$ cat config.mk
export PLATFORM = sky130hd
export DESIGN_NAME = register_file_param
export DESIGN_NICKNAME = d
export VERILOG_FILES = /design/src/rtl/register_file_param.sv
export SDC_FILE = /design/constraint.sdc
export NUM_CORES = 2
export LEC_CHECK = 0
export ABC_AREA = 0
export BUFFER_PORTS_ARGS = -buffer_cell sky130_fd_sc_hd__buf_2
export CORE_MARGIN = 1.5
export CORE_UTILIZATION = 35
export DETAILED_ROUTE_END_ITERATION = 10
export PLACE_DENSITY = 0.49
export REMOVE_ABC_BUFFERS = 1
export SLEW_MARGIN = 15
export SYNTH_ARGS = -nofsm -noshare
export SYNTH_HDL_FRONTEND = slang
export SYNTH_SLANG_ARGS = --single-unit
$ cat constraint.sdc
create_clock -name CLK -period 8 [get_ports CLK]
set_clock_uncertainty 0.2 [all_clocks]
set_input_delay 1.6 -clock CLK [delete_from_list [all_inputs] [get_ports CLK]]
set_output_delay 1.6 -clock CLK [all_outputs]
set_load 0.02 [all_outputs]
$ cat src/rtl/register_file_param.sv
// register_file_param: parametrised 2R/1W register file with byte-enable writes, optional zero register, bypass and clear sweep
module register_file_param #(
    parameter int WIDTH     = 32,
    parameter int ADDR_W    = 5,
    parameter int ZERO_REG0 = 1,
    parameter int BYPASS    = 1
) (
    input  logic                 CLK,
    input  logic                 reset,
    input  logic [ADDR_W-1:0]    readReg1,
    input  logic [ADDR_W-1:0]    readReg2,
    input  logic [ADDR_W-1:0]    writeReg,
    input  logic                 writeEn,
    input  logic [WIDTH/8-1:0]   byteEn,
    input  logic [WIDTH-1:0]     writeData,
    input  logic                 clearReq,
    output logic                 busy,
    output logic [WIDTH-1:0]     outReg1,
    output logic [WIDTH-1:0]     outReg2
);
    localparam int DEPTH = 2 ** ADDR_W;
    localparam int NB = WIDTH / 8;
    localparam logic [0:0] IDLE = 1'b0;
    localparam logic [0:0] SWEEP = 1'b1;

    logic [WIDTH-1:0] mem [DEPTH];
    logic [0:0] state;
    logic [ADDR_W-1:0] counter;
    logic [WIDTH-1:0] merged;
    logic wrOk;
    logic byp1;
    logic byp2;

    assign busy = state == SWEEP;
    assign wrOk = writeEn && state == IDLE && !(ZERO_REG0 != 0 && writeReg == '0);
    assign byp1 = BYPASS != 0 && wrOk && !reset && readReg1 == writeReg;
    assign byp2 = BYPASS != 0 && wrOk && !reset && readReg2 == writeReg;
    assign outReg1 = (ZERO_REG0 != 0 && readReg1 == '0) ? '0 : byp1 ? merged : mem[readReg1];
    assign outReg2 = (ZERO_REG0 != 0 && readReg2 == '0) ? '0 : byp2 ? merged : mem[readReg2];

    always_comb begin
        merged = mem[writeReg];
        for (int b = 0; b < NB; b++)
            if (byteEn[b]) merged[8*b +: 8] = writeData[8*b +: 8];
    end

    always_ff @(posedge CLK) begin
        if (reset) begin
            for (int i = 0; i < DEPTH; i++) mem[i] <= '0;
            state <= IDLE;
            counter <= '0;
        end else if (state == SWEEP) begin
            mem[counter] <= '0;
            counter <= counter + 1'b1;
            if (&counter) state <= IDLE;
        end else begin
            if (wrOk) mem[writeReg] <= merged;
            if (clearReq) begin
                state <= SWEEP;
                counter <= '0;
            end
        end
    end
endmodule

==> flow_summary.json <==
{
  "use_met1_pct": 38.8,
  "fin_cells": 7373,
  "cts_tree": "built",
  "cts_root_buf": "clkbuf_16",
  "initial_utilization_pct": 35.3,
  "syn_area_mm2": 0.0630,
  "post-route-util_pct": 39.1,
  "crit_path_max_fanout": 42,
  "vdd_drop_max_mv": 0.205,
  "antenna_left": 0,
  "fill_cells": 16900,
  "ctsResizeCount": 0,
  "tightest_slew_ps": 1210,
  "run_status": "completed",
  "port_buffers": 119,
  "io_pins": 120,
  "cp_data_required_time_ps": 6200,
  "yosysSeqAreaShare_pct": 49.0,
  "timing.final.max_slew_violations": 0,
  "setup_slack_ps": 549,
  "gp_congestion": 0.933,
  "yosysWarnings": 0,
  "cts_setup_buffers": 0,
  "grtUsageMet3_pct": 6.65,
  "max_freq_mhz": 134,
  "ys_types": 69,
  "drt-vias-per-instance": 6.57,
  "drcViolationCount": 0,
  "dr.pass1.iters": 6,
  "crit_chain": "buf_2 > nor3b_1 > buf_4 > o31a_1 > nand4_1 > buf_4 > nor3b_1 > a32oi_1 > o21ai_0 > buf_2",
  "yosys-top-cells-area": "edfxtp_1, mux4_2, mux2i_1",
  "p_per_area_mw_per_mm2": 199,
  "synth_most_common_cell": "nor2_1",
  "wirelength_um": 282000,
  "leakage_nw": 26.0,
  "dp_cells": 7165,
  "cts_sinks": 1030,
  "setup_viol": 0,
  "post-route-period-util_pct": 93.1,
  "grt_usage_pct": 30.3,
  "tns_ps": 0,
  "synth_top_cell_by_area": "edfxtp_1",
  "finalPower_mw": 13.9,
  "rows": 155,
  "crit_type": "input pin to output pin",
  "maxCapViolations": 0,
  "critPathLaunchType": "input pin",
  "cts_buffers": 113,
  "hold_slack_ps": 435,
  "drtIter0Drc": 6983,
  "period_minus_slack_ps": 7450,
  "synth_top_area_share_pct": 48.8,
  "die_h_um": 427,
  "grt_overflow": 0,
  "grt_first_pass_wirelength_um": 383000,
  "cts_max_level": 3,
  "rsz0062_at_grt": "false",
  "num-nets-final": 4982,
  "ys_top_cells_by_count": "nor2_1, edfxtp_1, mux2i_1",
  "arrival_ps": 5650,
  "routedWlPerCell_um": 38.3,
  "stdcell_area_mm2": 0.0698,
  "synth-async-reset-ratio_pct": 0,
  "yosys_most_used_dff": "edfxtp_1",
  "die_w_um": 427,
  "syn_area_per_cell_um2": 12.8,
  "syn_to_final_growth_pct": 10.7,
  "vias": 48400,
  "relSlewSlack_pct": 19.4,
  "grt-busiest-layer": "met2",
  "place_ws_ps": 702,
  "crit_path_end_kind": "output pin",
  "max_stage_delay_ps": 1030,
  "grt_util_met2_pct": 48.1,
  "hold_path.class": "register to register",
  "path_clk_slew_ps": 60,
  "clock_tree.buffer_depth": 3,
  "crit_slowest_cell": "nor3b_1",
  "dp_hpwl_um": 170000,
  "grt_max_degree": 78,
  "drive_gt1_share_pct": 21.5,
  "die_area_mm2": 0.183,
  "syn_inst": 4940,
  "coreArea_mm2": 0.179,
  "antenna_found_initial": 7,
  "ys_seq_elements": 1030,
  "cts_hold_buffers": 0,
  "synth_edf_count": 1024,
  "hold_violations": 0,
  "grt_pass1_vias": 46500,
  "placed_area_mm2": 0.0663,
  "insertion_delay_ps": 760
}
area by class of cell:
| class | count | area [um^2] | share of cell area [%] |
|---|---|---|---|
| clock inverters | 61 | 419 | 0.601 |
| repair buffers | 391 | 3100 | 4.44 |
| clock buffers | 143 | 3030 | 4.34 |
| multi-input cells | 3378 | 29400 | 42.1 |
| well taps | 2355 | 2950 | 4.22 |
| diodes | 4 | 10.0 | 0.0143 |
| inverters | 11 | 43.8 | 0.0628 |
| flip-flops and latches | 1030 | 30900 | 44.2 |
layer usage:
metal | up-vias | part of all wire, %
met2 | 3246 | 46
met1 | 25200 | 38
met4 | 6 | 5.9
li1 | 19300 | -
met5 | - | 0.015
met3 | 708 | 10
worst max-delay path: cells and delay by family:
| family | cells | cell delay, ps |
|---|---|---|
| and+or+nand+nor | 3 | 1400 |
| AOI/OAI and AO/OA | 3 | 820 |
| buffers and inverters | 4 | 1740 |
kinds of logic after synthesis:
kind of cell    after synthesis  synth area share (%)
compound gates              835                  10.1
flops                      1030                  49.0
buf+inv                     563                  5.26
xor+xnor                     10                 0.139
fa+ha+maj                     2                0.0397
mux                        1188                  27.3
simple gates               1311                  8.20
other cells                   1               0.00595
registers in the layout, indices dropped and copies added, names as in the netlist:
register,cells
counter,5
busy,1
mem,1024
layout by cell type, fill, tap and decap left out, types with 26 or more instances in the layout:
| cell | Yosys | routed |
|---|---|---|
| nand2_1 | 148 | 120 |
| o22ai_1 | 96 | 96 |
| a22oi_1 | 27 | 27 |
| o31a_1 | 33 | 33 |
| conb_1 | 1 | 32 |
| clkbuf_16 | 0 | 117 |
| a22o_1 | 130 | 130 |
| buf_2 | 94 | 109 |
| buf_4 | 63 | 244 |
| o21ai_0 | 96 | 95 |
| nor2_1 | 1051 | 1045 |
| nand2_2 | 0 | 28 |
| clkbuf_1 | 232 | 26 |
| edfxtp_1 | 1024 | 1024 |
| nor3_1 | 32 | 32 |
| buf_12 | 1 | 31 |
| a221oi_1 | 222 | 222 |
| clkinv_1 | 3 | 29 |
| mux2i_1 | 745 | 745 |
| mux4_2 | 423 | 423 |
| a21oi_1 | 71 | 71 |
path summary, 6_finish.rpt:
kind	from	endpoint	slack, ps	cells after the start
setup / recovery	reset	outReg1[24]	550	10
hold reg to reg	counter[0]$_SDFFE_PP0P_	counter[0]$_SDFFE_PP0P_	440	2
setup reg to reg	busy$_SDFF_PP0_	mem[28][0]$_SDFFCE_PN0P_	3670	7
hold / removal	counter[0]$_SDFFE_PP0P_	counter[0]$_SDFFE_PP0P_	440	2
power by group:
| part | switching (mW) | leakage [nW] | total [mW] | internal [mW] |
|---|---|---|---|---|
| Sequential | 0.153 | 10.6 | 6.29 | 6.14 |
| Combinational | 1.65 | 13.7 | 2.50 | 0.851 |
| Clock | 2.30 | 1.68 | 5.11 | 2.81 |
| Total | 4.10 | 26.0 | 13.9 | 9.80 |
Note: power is estimated with default switching activity, not from simulation.
